[src/rtl/nonce_sweep_scheduler_if.sv]
// Handshake bundle between the nonce sweep scheduler and its environment.
// The block's master drives start/abort and returns results; the scheduler is the slave.
interface nonce_sweep_scheduler_if #(
    parameter int NCORES  = 4,
    parameter int NONCE_W = 32
);
    logic               start;
    logic               abort;
    logic               nonce_valid;
    logic [NONCE_W-1:0] nonce_base;
    logic               res_valid;
    logic [NCORES-1:0]  res_hit;
    logic               found_valid;
    logic               found;
    logic [NONCE_W-1:0] found_nonce;
    logic               busy;
    logic               err_underflow;

    modport master (
        output start, abort, res_valid, res_hit,
        input  nonce_valid, nonce_base, found_valid, found, found_nonce, busy, err_underflow
    );

    modport slave (
        input  start, abort, res_valid, res_hit,
        output nonce_valid, nonce_base, found_valid, found, found_nonce, busy, err_underflow
    );
endinterface

[src/rtl/nonce_sweep_scheduler.sv]
// Issues nonce batches to the hashing cores once per round, tracks in-flight batches
// in a tag FIFO and reports the first winning nonce or exhaustion of the nonce space.
module nonce_sweep_scheduler #(
    parameter int NCORES       = 4,
    parameter int NCYCLES      = 64,
    parameter int NONCE_W      = 32,
    parameter int MAX_INFLIGHT = 4
) (
    input  logic                   clk,
    input  logic                   rst,
    nonce_sweep_scheduler_if.slave bus
);
    localparam int IDX_W = (NCORES > 1) ? $clog2(NCORES) : 1;
    localparam int CNT_W = (NCYCLES > 1) ? $clog2(NCYCLES) : 1;
    localparam int PTR_W = (MAX_INFLIGHT > 1) ? $clog2(MAX_INFLIGHT) : 1;
    localparam int DEPTH = 1 << PTR_W;

    typedef enum logic [1:0] {IDLE, DISPATCH, DRAIN, DONE} state_t;

    state_t             state_q, state_d;
    logic [NONCE_W-1:0] base_q, base_d;
    logic [CNT_W-1:0]   cnt_q, cnt_d;
    logic [PTR_W-1:0]   wr_ptr_q, wr_ptr_d;
    logic [PTR_W-1:0]   rd_ptr_q, rd_ptr_d;
    logic [PTR_W:0]     count_q, count_d;
    logic               found_valid_q, found_valid_d;
    logic               found_q, found_d;
    logic [NONCE_W-1:0] found_nonce_q, found_nonce_d;
    logic               err_q, err_d;
    logic [NONCE_W-1:0] fifo_mem_q [DEPTH];

    logic               issue, push, pop, hit, flush;
    logic               fifo_empty, fifo_full, active;
    logic [NONCE_W:0]   base_sum;
    logic [IDX_W-1:0]   hit_idx;

    assign fifo_empty = (count_q == '0);
    assign fifo_full  = (count_q == (PTR_W+1)'(MAX_INFLIGHT));
    assign base_sum   = {1'b0, base_q} + (NONCE_W+1)'(NCORES);
    assign active     = (state_q == DISPATCH) || (state_q == DRAIN);

    // Lowest set bit of the hit mask selects the winning core.
    always_comb begin
        hit_idx = '0;
        for (int i = NCORES - 1; i >= 0; i--) begin
            if (bus.res_hit[i]) begin
                hit_idx = IDX_W'(i);
            end
        end
    end

    always_comb begin
        state_d       = state_q;
        base_d        = base_q;
        cnt_d         = cnt_q;
        wr_ptr_d      = wr_ptr_q;
        rd_ptr_d      = rd_ptr_q;
        count_d       = count_q;
        found_valid_d = 1'b0;
        found_d       = found_q;
        found_nonce_d = found_nonce_q;
        err_d         = err_q;
        issue         = 1'b0;
        push          = 1'b0;
        pop           = 1'b0;
        hit           = 1'b0;
        flush         = 1'b0;

        if (bus.abort) begin
            state_d       = IDLE;
            base_d        = '0;
            cnt_d         = '0;
            found_d       = 1'b0;
            found_nonce_d = '0;
            flush         = 1'b1;
        end else if (bus.start) begin
            // Restart from any state discards whatever the old block had in flight.
            state_d       = DISPATCH;
            base_d        = '0;
            cnt_d         = '0;
            found_d       = 1'b0;
            found_nonce_d = '0;
            flush         = 1'b1;
        end else if (active) begin
            issue = (state_q == DISPATCH) && (cnt_q == '0) && !fifo_full;
            if ((state_q == DISPATCH) && (cnt_q != '0)) begin
                cnt_d = cnt_q - CNT_W'(1);
            end
            if (issue) begin
                push  = 1'b1;
                cnt_d = CNT_W'(NCYCLES - 1);
                if (base_sum[NONCE_W]) begin
                    state_d = DRAIN;
                end else begin
                    base_d = base_sum[NONCE_W-1:0];
                end
            end
            if (bus.res_valid) begin
                if (fifo_empty) begin
                    err_d = 1'b1;
                end else begin
                    pop = 1'b1;
                    hit = |bus.res_hit;
                end
            end
            if (push) begin
                wr_ptr_d = wr_ptr_q + PTR_W'(1);
            end
            if (pop) begin
                rd_ptr_d = rd_ptr_q + PTR_W'(1);
            end
            if (push && !pop) begin
                count_d = count_q + (PTR_W+1)'(1);
            end else if (pop && !push) begin
                count_d = count_q - (PTR_W+1)'(1);
            end

            // A hit wins even over a same-cycle issue; that batch is flushed with the rest.
            if (hit) begin
                state_d       = DONE;
                found_valid_d = 1'b1;
                found_d       = 1'b1;
                found_nonce_d = fifo_mem_q[rd_ptr_q] + NONCE_W'(hit_idx);
                flush         = 1'b1;
            end else if ((state_q == DRAIN) && (count_d == '0)) begin
                state_d       = DONE;
                found_valid_d = 1'b1;
                found_d       = 1'b0;
                found_nonce_d = '0;
            end
        end

        if (flush) begin
            wr_ptr_d = '0;
            rd_ptr_d = '0;
            count_d  = '0;
        end
    end

    always_ff @(posedge clk or negedge rst) begin
        if (!rst) begin
            state_q       <= IDLE;
            base_q        <= '0;
            cnt_q         <= '0;
            wr_ptr_q      <= '0;
            rd_ptr_q      <= '0;
            count_q       <= '0;
            found_valid_q <= 1'b0;
            found_q       <= 1'b0;
            found_nonce_q <= '0;
            err_q         <= 1'b0;
        end else begin
            state_q       <= state_d;
            base_q        <= base_d;
            cnt_q         <= cnt_d;
            wr_ptr_q      <= wr_ptr_d;
            rd_ptr_q      <= rd_ptr_d;
            count_q       <= count_d;
            found_valid_q <= found_valid_d;
            found_q       <= found_d;
            found_nonce_q <= found_nonce_d;
            err_q         <= err_d;
        end
    end

    always_ff @(posedge clk) begin
        if (push) begin
            fifo_mem_q[wr_ptr_q] <= base_q;
        end
    end

    assign bus.nonce_valid   = issue;
    assign bus.nonce_base    = base_q;
    assign bus.found_valid   = found_valid_q;
    assign bus.found         = found_q;
    assign bus.found_nonce   = found_nonce_q;
    assign bus.busy          = (state_q != IDLE);
    assign bus.err_underflow = err_q;
endmodule

[src/flat_wrapper.sv]
// flat-port wrapper written by rule: the top's interface ports become plain ports
module nonce_sweep_scheduler_flat 
#(
    parameter int NCORES       = 4,
    parameter int NCYCLES      = 64,
    parameter int NONCE_W      = 32,
    parameter int MAX_INFLIGHT = 4
)
  (clk, rst, bus_start, bus_abort, bus_res_valid, bus_res_hit, bus_nonce_valid, bus_nonce_base, bus_found_valid, bus_found, bus_found_nonce, bus_busy, bus_err_underflow);
  nonce_sweep_scheduler_if #(.NCORES(NCORES), .NONCE_W(NONCE_W)) bus_i ();
  input  logic clk;
  input  logic rst;
  input wire logic [$bits(bus_i.start)-1:0] bus_start;
  input wire logic [$bits(bus_i.abort)-1:0] bus_abort;
  input wire logic [$bits(bus_i.res_valid)-1:0] bus_res_valid;
  input wire logic [$bits(bus_i.res_hit)-1:0] bus_res_hit;
  output wire logic [$bits(bus_i.nonce_valid)-1:0] bus_nonce_valid;
  output wire logic [$bits(bus_i.nonce_base)-1:0] bus_nonce_base;
  output wire logic [$bits(bus_i.found_valid)-1:0] bus_found_valid;
  output wire logic [$bits(bus_i.found)-1:0] bus_found;
  output wire logic [$bits(bus_i.found_nonce)-1:0] bus_found_nonce;
  output wire logic [$bits(bus_i.busy)-1:0] bus_busy;
  output wire logic [$bits(bus_i.err_underflow)-1:0] bus_err_underflow;
  assign bus_i.start = bus_start;
  assign bus_i.abort = bus_abort;
  assign bus_i.res_valid = bus_res_valid;
  assign bus_i.res_hit = bus_res_hit;
  assign bus_nonce_valid = bus_i.nonce_valid;
  assign bus_nonce_base = bus_i.nonce_base;
  assign bus_found_valid = bus_i.found_valid;
  assign bus_found = bus_i.found;
  assign bus_found_nonce = bus_i.found_nonce;
  assign bus_busy = bus_i.busy;
  assign bus_err_underflow = bus_i.err_underflow;
  nonce_sweep_scheduler #(.NCORES(NCORES), .NCYCLES(NCYCLES), .NONCE_W(NONCE_W), .MAX_INFLIGHT(MAX_INFLIGHT)) u_core (.clk(clk), .rst(rst), .bus(bus_i));
endmodule
[config.mk]
export PLATFORM = sky130hd
export DESIGN_NAME = nonce_sweep_scheduler_flat
export DESIGN_NICKNAME = d
export VERILOG_FILES = /design/src/rtl/nonce_sweep_scheduler_if.sv /design/src/rtl/nonce_sweep_scheduler.sv /design/src/flat_wrapper.sv
export SDC_FILE = /design/constraint.sdc
export NUM_CORES = 1
export LEC_CHECK = 0
export ABC_AREA = 1
export CAP_MARGIN = 25
export CORE_MARGIN = 3
export CORE_UTILIZATION = 30
export CTS_BUF_LIST = sky130_fd_sc_hd__clkbuf_2
export CTS_CLUSTER_DIAMETER = 80
export CTS_CLUSTER_SIZE = 20
export DETAILED_ROUTE_END_ITERATION = 8
export PLACE_DENSITY = 0.44
export SYNTH_ARGS = -nofsm -noshare
export SYNTH_HDL_FRONTEND = slang
export SYNTH_SLANG_ARGS = --single-unit
[constraint.sdc]
create_clock -name clk -period 3.3 [get_ports clk]
set_input_delay 0.66 -clock clk [delete_from_list [all_inputs] [get_ports clk]]
set_output_delay 0.66 -clock clk [all_outputs]
set_load 0.005 [all_outputs]
Word-level counts from Yosys, hierarchy flattened
Memories as Yosys holds them, arrays and structs flattened.
Index checks and enable logic that the tools add are counted.
{"block": "totals", "regBits": 82, "ram_bits": 128, "in_bits": 9, "output_inout_bits": 69, "word_cells": 140, "mem_count": 1}
{"name": "u_core.fifo_mem_q", "words": 4, "word_bits": 32, "read_ports": 1, "rd_ports_with_merged_regs": 0, "write_ports": 1, "line_no": "nonce_sweep_scheduler.sv:30", "source": "logic [NONCE_W-1:0] fifo_mem_q [DEPTH];"}
{"block": "op_classes", "add_sub_neg": 7, "n_eq_ne": 6, "muxes": 81, "bitwise_logic": 2, "n_reduce_logical": 33}
{"cell": "32-bit two-way mux", "n": 10}
{"cell": "2-bit two-way mux", "n": 21}
{"cell": "1-bit two-way mux", "n": 36}
{"cell": "32-bit by 3-bit adder with 33-bit output (second input constant)", "n": 1}
{"cell": "32-bit by 2-bit adder with 32-bit output", "n": 1}
{"cell": "6-bit two-way mux", "n": 5}
{"cell": "3-bit two-way mux", "n": 9}
{"cell": "5-bit nonzero test", "n": 2}
{"cell": "3-bit AND reduction", "n": 3}
{"cell": "4-bit AND reduction", "n": 2}
{"cell": "2-bit nonzero test", "n": 4}
{"cell": "4-bit nonzero test", "n": 2}
{"cell": "1-bit logical AND", "n": 6}
{"cell": "3-bit logical NOT", "n": 2}
{"cell": "6-bit logical NOT", "n": 1}
{"cell": "3-bit nonzero test", "n": 2}
{"cell": "6-bit nonzero test", "n": 1}
{"cell": "6-bit by 1-bit subtractor with 6-bit output (second input constant)", "n": 1}
{"cell": "5-bit AND reduction", "n": 1}
{"cell": "2-bit by 1-bit adder with 2-bit output (second input constant)", "n": 2}
{"cell": "2-bit by 1-bit != test with 1-bit output (second input constant)", "n": 2}
{"cell": "2-bit AND reduction", "n": 2}
{"cell": "4-bit OR reduction", "n": 1}
{"cell": "3-bit by 1-bit adder with 3-bit output (second input constant)", "n": 1}
{"cell": "8 further kinds", "n": 11}

Logic depth before layout (Yosys ltp)
Gate-level depths: netlist of the first run.
{"block": "logic_depth", "ltp_word": 21, "ltp_mapped": 16, "depth_no_buf": 16}

Worst setup path after synthesis of the first run
No wires, ideal clock.
{"block": "synth_timing", "path_type": "input to register", "start": "input bus_abort", "end": "memory u_core.fifo_mem_q[0][10] (enable)", "setup_time_ns": 0.417, "arrival_time_ns": 2.717, "required_ns": 2.883, "setup_slack_ns": 0.166, "path_stages": 6, "path_buffers": 1, "cell_sequence": "buf_4 -> nor2_8 -> inv_2 -> nor2_1 -> nand2_1 -> nor2_1"}
{"block": "synth_between", "elab_chain_cells": 3}
{"item": "from (decl)", "line_no": "flat_wrapper.sv:14", "source": "input wire logic [$bits(bus_i.abort)-1:0] bus_abort;"}
{"item": "1-bit two-way mux", "line_no": "nonce_sweep_scheduler.sv:69", "source": "if (bus.abort) begin"}
{"item": "1-bit two-way mux", "line_no": "nonce_sweep_scheduler.sv:167", "source": "if (push) begin"}
{"item": "1-bit two-way mux (implied by the code)", "line_no": "nonce_sweep_scheduler.sv:168", "source": "fifo_mem_q[wr_ptr_q] <= base_q;"}
{"item": "to (decl)", "line_no": "nonce_sweep_scheduler.sv:30"}
Every way passes these cells.

Worst setup path after layout of the first run
{"block": "layout_timing", "start": "register u_core.state_q[1]", "end": "output bus_nonce_valid"}
{"block": "layout_between", "elab_chain_cells": 6, "elab_cells_between_ends": 8, "cone_classes": "2 x eq/ne; 3 x mux; 3 x reduce/logical"}
{"item": "from (decl)", "line_no": "nonce_sweep_scheduler.sv:20", "source": "state_t state_q, state_d;"}
{"item": "from (signal assigned)", "line_no": "nonce_sweep_scheduler.sv:153", "source": "state_q <= state_d;"}
{"item": "2-bit by 1-bit equality test with 1-bit output", "line_no": "nonce_sweep_scheduler.sv:40, nonce_sweep_scheduler.sv:85"}
{"item": "1-bit logical AND (2 in series)", "line_no": "nonce_sweep_scheduler.sv:85", "source": "issue = (state_q == DISPATCH) && (cnt_q == '0) && !fifo_full;"}
{"item": "1-bit two-way mux *", "line_no": "nonce_sweep_scheduler.sv:84", "source": "end else if (active) begin"}
{"item": "1-bit two-way mux *", "line_no": "nonce_sweep_scheduler.sv:76", "source": "end else if (bus.start) begin"}
{"item": "1-bit two-way mux *", "line_no": "nonce_sweep_scheduler.sv:69"}
{"item": "to (decl)", "line_no": "flat_wrapper.sv:17", "source": "output wire logic [$bits(bus_i.nonce_valid)-1:0] bus_nonce_valid;"}
Mark *: on every way between the ends. The rest lies on a longest branch, timed or not.

==> metrics.cfg, run 1 <==
[floorplanning]
dieArea_um2=34200
coreArea_um2=31100
top_level_ports=78
die_h_um=185
die_width_um=185
fp-row-count=64
start_util=0.309

[synth]
yosysSeqAreaShare=0.584
syn_inst=1001
synth_flop_cell=edfxtp_1
muxShareOfSynthArea=0
netlist.area_leader.share=0.376
synthSimpleGateAreaFrac=0.218
netlist_area_um2=9590
synth_fa_ha_area_frac=0.0183
synth_area_per_cell_um2=9.58
yosys_warnings=0
synth_edf_count=120
synth.distinct_cells=47
synth_area_leaders=edfxtp_1 38%, dfrtp_1 21%, nand2_1 9.5%
ys_seq_elements=200
yosys.area.top_type=edfxtp_1
yosys.area_share.xor_xnor=0.0155
synth_compound_area_frac=0.0896
synth_top_family_by_area=simple AND/OR/NAND/NOR gates
async_flop_share=0.400

[grt]
grt_max_degree=88
antenna_found_initial=2
overflow=0
track_usage=0.151
grt_pass1_wl_um=39300
grt_pass1_vias=6851

[pwr]
pwr-share-comb=0.120
p_int_mw=3.14
power_frac_seq=0.608
clock_power_share=0.271
switching_share=0.290
p_per_area_nw_per_um2=398
p_leak_nw=4.41
p_switching_mw=1.28
vdd_drop_max_mv=0.200

[sta]
timing.slew.headroom=0.404
fmax_ghz=0.343
hold_viol=0
clock_skew_ps=64.3
finalSetupViolations=0
tns_ps=0
finalCritPeriodShare=0.883
layout_min_cycle_time_ps=2920
final_max_slew_viol_count=0
worst_pin_slew_ps=895
grt_setup_unrepaired=no

[critical_path]
rrSetupSlack_ps=510
path_max_fanout=3
required_ps=2640
endpoint_kind=primary output
arrival_ps=2260
startpoint_type=flip-flop
critPathKind=reg2out

[routing]
vias_per_cell=4.67
dr_total_vias=7008
dr.pass1.iters=5
ant_nets=0
totalWireLength_um=25000
wl_per_cell_um=16.6
drcViolationCount=0
drt_iter0_markers=462

[final_layout]
fill_cells=3230
multi_input_area_um2=3320
final_core_util=0.357
regArea_um2=5610
area_growth_pct=15.8
layout-drive-gt1-share=0.0968
final_common_cell=nand2_1
nNetsFinal=1115
final_cell_mix=244 x nand2_1, 120 x edfxtp_1, 111 x nor2_1, 100 x inv_1, 80 x dfrtp_1

[clocking]
htree_levels=4
clock_sinks=200
cts_buffer_depth=2
cts_tree=yes
cts_buffers=17
clk_latency_ps=770
clk_pin_slew_ps=330
cts_root_buf=clkbuf_2

[hold_path]
worstHoldPathType=in2async

[placement]
io_buffers=75
hpwl_um=16900
place.gp.congestion=0.838

[run]
cap_viol_max_count=0

[outcome]
status=finished, final reports clean

-- final timing paths --
| path | from | endpoint | depth (start not counted) |
|---|---|---|---|
| setup / recovery | u_core.state_q[1] | bus_nonce_valid | 9 |
| hold / removal | rst | u_core.bus.nonce_base[19] | 2 |
| setup reg to reg | u_core.bus.nonce_base[3] | u_core.bus.nonce_base[10] | 12 |
| hold reg to reg | u_core.bus.found_nonce[9] | u_core.bus.found_nonce[9] | 2 |
| max in group asynchronous | rst | u_core.bus.found_nonce[27] | 3 |
| min in group clk | u_core.bus.found_nonce[9] | u_core.bus.found_nonce[9] | 2 |
-- power by group through the flow --
stage          clock network, mW  logic (mW)  registers (mW)
2_1_floorplan                  0       0.389            2.73
3_3_place_gp                   0       0.522            2.73
3_5_place_dp                   0       0.524            2.73
4_1_cts                     1.26       0.543            2.69
5_1_grt                     1.36       0.605            2.69
6_report                    1.20       0.532            2.69
-- worst max-delay path, cell delays in order, from the launching register on --
cell and delay [ps]:
dfrtp_1 470, inv_2 70, ha_2 180, inv_1 60
a21oi_4 150, nand3_4 110, inv_6 70, nand2_1 60
inv_1 90, dlygate4sd2_1 240
-- cells in the mapped netlist (2+ instances only) --
cell type / number
nand2_1: 244
edfxtp_1: 120
nor2_1: 115
inv_1: 102
dfrtp_1: 80
nand3_1: 54
o21ai_0: 40
o21ai_1: 26
a21oi_1: 25
nor3_1: 20
o211ai_1: 18
xor2_1: 15
buf_6: 14
ha_1: 14
nand4_1: 12
o22ai_1: 10
buf_4: 9
nand2_2: 9
inv_2: 7
o41ai_1: 7
nor2_2: 5
nor4_1: 5
buf_2: 4
clkbuf_1: 4
nand3b_1: 4
nor2_4: 4
a21oi_2: 3
a31oi_1: 3
nand2_4: 3
a21o_1: 2
a32o_1: 2
nand3_2: 2
nor2_8: 2
o21a_1: 2
o21bai_1: 2
xnor2_1: 2
-- routing by layer --
layer	track usage	up-vias	routed length, um
met5	0	-	0
met1	0.215	3321	12500
met4	0.0372	0	282
li1	-	3522	-
met2	0.242	143	11200
met3	0.0242	22	922
-- cell families after synthesis --
logic type / after synthesis
xor gates and xnor gates: 17
adders and majority gates: 14
other: 1
buffers and inverters: 145
AOI/OAI and AO/OA: 144
and+or+nand+nor: 480
DFF: 200
-- final cells by class --
cell class,instances,share of cell area
inverter,111,0.0386
multi-input combinational,658,0.299
clock inverter,13,0.0119
timing repair buffer,104,0.0927
tap,396,0.0446
antenna,1,0.000225
sequential,200,0.505
clock buffer,19,0.00856
-- registers in the layout (all words and copies together), names as in the netlist, 2 cells and up --
register	count
u_core.fifo_mem_q	120
u_core.bus.found_nonce	32
u_core.bus.nonce_base	30
u_core.cnt_q	6
u_core.count_q	3
u_core.rd_ptr_q	2
u_core.state_q	2
u_core.wr_ptr_q	2
-- repair_timing --
action                                 CTS  global route
setup endpoints to repair                1             0
hold buffers                             1             0
setup buffers                            4             0
gates resized for setup                  9             0
endpoints found under the hold margin   53             0
-- through the flow --
| step | cells | cell area (um^2) | setup WS (ps) | total power, mW | hold slack [ps] |
|---|---|---|---|---|---|
| 3_3_place_gp | 1464 | 10800 | 361 | 3.26 | 456 |
| 6_report | 1502 | 11100 | 385 | 4.42 | 456 |
| 5_1_grt | 1502 | 11100 | 108 | 4.66 | 392 |
| 2_1_floorplan | 1003 | 9600 | 166 | 3.12 | 364 |
| 4_1_cts | 1501 | 11100 | 253 | 4.49 | 408 |
| 3_5_place_dp | 1464 | 10800 | 328 | 3.26 | 458 |
No activity file was read; power rests on OpenSTA's default activity.
==> inputs of run 2 (changes only) <==
--- a/config.mk
+++ b/config.mk
@@ -7,7 +7,7 @@
 export LEC_CHECK = 0
 export ABC_AREA = 1
 export CAP_MARGIN = 25
-export CORE_MARGIN = 3
+export CORE_MARGIN = 2
 export CORE_UTILIZATION = 30
 export CTS_BUF_LIST = sky130_fd_sc_hd__clkbuf_2
 export CTS_CLUSTER_DIAMETER = 80
==> run 2 against run 1 <==
Against the previous run: critical path depth shrank 8; sequential share of layout area shrank 0.54 points; first-iteration DRC count grew 11%; die area shrank 2.2%; sequential power is essentially flat; via count grew 0.44%; combinational power grew 3%; routed wire length grew 1.2%; total power grew 0.96%; worst hold slack lost 140 ps; highest routed layer unchanged; register-to-register slack gained 40 ps; clock-buffer cell count shrank 2.
==> metrics.cfg, run 2 (synthesis gave the netlist of run 1 again) <==
[clocking]
cts_buffers=17
clock_sinks=200
cts_tree=yes
cts_root_buf=clkbuf_2
cts_buffer_depth=2
htree_levels=4
clk_pin_slew_ps=330
clk_latency_ps=790

[sta]
finalSetupViolations=0
timing.slew.headroom=0.540
setup_slack_ps=532
hold_viol=0
fmax_ghz=0.361
finalCritPeriodShare=0.839
final_max_slew_viol_count=0
clock_skew_ps=66.0
tns_ps=0
layout_min_cycle_time_ps=2770
grt_setup_unrepaired=no
worst_pin_slew_ps=689

[pwr]
p_int_mw=3.19
power_frac_seq=0.604
p_switching_mw=1.27
pwr-share-comb=0.123
p_leak_nw=4.45
vdd_drop_max_mv=0.153
clock_power_share=0.274
switching_share=0.284
p_per_area_nw_per_um2=397

[critical_path]
critPathLaunch=u_core.bus.nonce_base[30]
endpoint_kind=primary output
path_max_fanout=11
cp_cell_sequence=clkdlybuf4s50_1
required_ps=2640
cpPeakStageDelay_ps=730
path_delay_family=flip-flops
cp_num_buf_inv=1
startpoint_type=flip-flop
r2r-start=u_core.bus.nonce_base[2]
crit_slowest_cell=dfrtp_1
arrival_ps=2110
critPathKind=reg2out

[routing]
dr_total_vias=7039
ant_nets=0
drcViolationCount=0
dr.pass1.iters=5
drt_iter0_markers=512
wl_per_cell_um=16.7
totalWireLength_um=25300
vias_per_cell=4.64

[grt]
grt_pass1_vias=6927
grt_max_degree=88
antenna_found_initial=1
overflow=0
grt_pass1_wl_um=39500
track_usage=0.156

[final_layout]
fill_cells=3292
final_cell_mix=244 x nand2_1, 120 x edfxtp_1, 109 x nor2_1, 98 x inv_1, 80 x dfrtp_1
largest_reg_flops=120
instances_no_fill=1516
layout-drive-gt1-share=0.105
area_growth_pct=17.0
top_register=u_core.fifo_mem_q
final_common_cell=nand2_1
nNetsFinal=1123

[floorplanning]
dieArea_um2=33400
start_util=0.304
die_h_um=183
die_width_um=183
top_level_ports=78
fp-row-count=65
coreArea_um2=31600

[placement]
dpl_worst_slack_ps=206
place.gp.congestion=0.854
dp_cells=1472
hpwl_um=17100
io_buffers=75

[run]
cap_viol_max_count=0

[hold_path]
worstHoldPathType=in2async

[outcome]
status=finished, final reports clean

==> run 2: layout make-up <==
type                            instances  area (um^2)  share of cell area
Inverter                              111          429              0.0382
Clock inverter                         15          149              0.0133
Antenna cell                            1         2.50            0.000223
Timing Repair Buffer                  112         1110              0.0985
Clock buffer                           17         85.1             0.00758
Sequential cell                       200         5610               0.499
Tap cell                              402          503              0.0448
Multi-Input combinational cell        658         3350               0.298
==> run 2: timing repair <==
| action | in CTS | in global routing |
|---|---|---|
| resized for setup | 8 | 8 |
| hold endpoints to repair | 36 | 0 |
| hold buffers | 1 | 0 |
| setup buffers | 6 | 4 |
| endpoints found under the setup margin | 1 | 1 |
| gates cloned | 0 | 0 |
| pin swaps | 2 | 2 |
==> run 2: path summary, 6_finish.rpt <==
check	to	slack (ps)	depth (start not counted)
max in group asynchronous	u_core.bus.found_nonce[3]	2260	3
hold reg to reg	u_core.bus.err_underflow	510	1
setup reg to reg	u_core.bus.nonce_base[10]	550	12
hold / removal	u_core.bus.nonce_base[25]	320	2
min in group clk	u_core.bus.err_underflow	510	1
setup / recovery	bus_nonce_base[30]	530	1
==> run 2: metrics by stage <==
| step | hold WS (ps) | instance area (um^2) | utilization | power, mW |
|---|---|---|---|---|
| after detailed placement | 458 | 10800 | 0.344 | 3.26 |
| after CTS | 251 | 11200 | 0.354 | 4.51 |
| after global routing | 238 | 11200 | 0.356 | 4.70 |
| after global placement | 457 | 10800 | 0.344 | 3.26 |
| final | 317 | 11200 | 0.356 | 4.46 |
| after floorplan | 364 | 9600 | - | 3.12 |
==> run 2: power groups by stage <==
| stage | Clock (mW) | Combinational, mW | Sequential [mW] |
|---|---|---|---|
| after global placement | 0 | 0.520 | 2.74 |
| after global routing | 1.38 | 0.625 | 2.70 |
| after floorplan | 0 | 0.389 | 2.73 |
| after detailed placement | 0 | 0.521 | 2.74 |
| final | 1.22 | 0.546 | 2.69 |
| after CTS | 1.28 | 0.543 | 2.69 |
==> run 2: metal layers <==
layer | wire (um) | vias to the layer above | global-route usage
li1 | - | 3535 | -
met1 | 12800 | 3349 | 0.225
met2 | 11300 | 140 | 0.245
met3 | 938 | 15 | 0.0258
met4 | 284 | 0 | 0.0416
met5 | 0 | - | 0
==> inputs of run 3 (changes only) <==
==> constraint.sdc (replaced) <==
create_clock -name clk -period 2.65 [get_ports clk]
set_input_delay 0.53 -clock clk [delete_from_list [all_inputs] [get_ports clk]]
set_output_delay 0.53 -clock clk [all_outputs]
set_load 0.005 [all_outputs]
==> run 3 against run 2 <==
Against the previous run: worst hold slack got worse by 130 ps; final area grew 3.2%; clock skew shrank 5.5 ps.
==> metrics.cfg, run 3 (synthesis gave the netlist of run 1 again) <==
[clocking]
clk_pin_slew_ps=310
cts_root_buf=clkbuf_2
clock_sinks=200
cts_buffers=17
cts_buffer_depth=2
cts_tree=yes
htree_levels=4
clk_latency_ps=790

[routing]
ant_nets=0
dr_total_vias=7091
drt_iter0_markers=425
vias_per_cell=4.59
totalWireLength_um=25900
wl_per_cell_um=16.8
drcViolationCount=0
dr.pass1.iters=5

[critical_path]
required_ps=2120
path_max_fanout=3
critPathKind=reg2out
endpoint_kind=primary output
startpoint_type=flip-flop
rrSetupSlack_ps=130
r2r_end=u_core.bus.found_nonce[0]
arrival_ps=2080
reg2reg_depth=17
r2r-start=u_core.count_q[0]

[final_layout]
top_register=u_core.fifo_mem_q
largest_reg_flops=120
final_cell_mix=243 x nand2_1, 120 x edfxtp_1, 109 x nor2_1, 98 x inv_1
nNetsFinal=1153
final_area_um2=11600
final_common_cell=nand2_1
instances_no_fill=1546
final_core_util=0.367
area_growth_pct=20.7
layout-drive-gt1-share=0.141

[sta]
worst_pin_slew_ps=589
final_max_slew_viol_count=0
fmax_ghz=0.384
timing.slew.headroom=0.607
clock_skew_ps=60.5
grt_setup_unrepaired=yes
hold_viol=0
finalCritPeriodShare=0.983
finalSetupViolations=0
layout_min_cycle_time_ps=2610
setup_slack_ps=44.2

[placement]
dpl_worst_slack_ps=38.8
io_buffers=75
place.gp.congestion=0.820
placed_area_um2=11000
dp_cells=1491
hpwl_um=17300

[grt]
overflow=0
grt_max_degree=88
grt_pass1_wl_um=40100
grt_pass1_vias=7045
track_usage=0.158
antenna_found_initial=1

[floorplanning]
coreArea_um2=31600
die_width_um=183
die_h_um=183
fp-row-count=65
dieArea_um2=33400
top_level_ports=78
start_util=0.304

[hold_path]
worstHoldPathType=in2async

[pwr]
vdd_drop_max_mv=0.291
power_mw=5.81
p_leak_nw=4.69
p_per_area_nw_per_um2=502

[run]
cap_viol_max_count=0

[outcome]
status=finished, final reports clean

[run 3: changes by cell type in the layout (fill, tap and decap cells not counted), moves of 2 or more]
cell / previous run / this run
buf_4: 31 / 57
clkbuf_16: 0 / 2
dfrtp_1: 80 / 72
dfrtp_2: 0 / 8
buf_6: 0 / 2
bufinv_16: 2 / 4
clkinv_1: 5 / 1
[run 3: how the worst max path moves through the flow]
stage | start | to | slack, ps | cells after the start
final | u_core.count_q[0] | bus_nonce_valid | 40 | 8
after global routing | u_core.state_q[0] | bus_nonce_valid | -130 | 9
after CTS | u_core.state_q[1] | bus_nonce_valid | -90 | 9
after detailed placement | bus_abort | bus_nonce_valid | 40 | 7
after global placement | bus_abort | bus_nonce_valid | 50 | 7
after floorplan | bus_abort | u_core.fifo_mem_q[0][10] | -350 | 6
[run 3: metal layers]
metal | global-route usage | vias up | routed length (um)
li1 | - | 3600 | -
met1 | 0.219 | 3346 | 12500
met2 | 0.256 | 126 | 12100
met3 | 0.0284 | 19 | 962
met4 | 0.0381 | 0 | 370
met5 | 0 | - | 0
[run 3: critical path, cell delays in order, from the launching register on]
cell	delay (ps)
dfrtp_1	420
inv_1	80
ha_2	220
a21oi_4	190
nand3_4	100
inv_2	70
nand2_2	60
inv_2	70
buf_6	90
[run 3: per-stage QoR]
step           TNS [ps]  hold WS (ps)
2_1_floorplan    -42450           234
3_3_place_gp          0           456
3_5_place_dp          0           457
4_1_cts           -92.3           146
5_1_grt            -165           131
6_report              0           191
[run 3: repair_timing]
action,4_1_cts,5_1_grt
pin swaps,1,3
hold buffers,1,0
endpoints found under the hold margin,80,0
resized for setup,24,6
gates cloned,0,2
setup buffers,12,7
endpoints found under the setup margin,9,38
[run 3: power breakdown]
group	internal (mW)	total (mW)	switching, mW
Combinational	0.250	0.731	0.481
Clock	0.643	1.74	1.09
Sequential	3.32	3.34	0.0258
Total	4.21	5.81	1.60
[run 3: final cells by class]
type	instances	area, um^2
timing repair buffer	142	1380
tap	402	503
multi-input combinational	658	3360
inverter	111	424
fill	3262	20000
clock buffer	17	85.1
antenna	1	2.50
sequential	200	5620
clock inverter	15	214
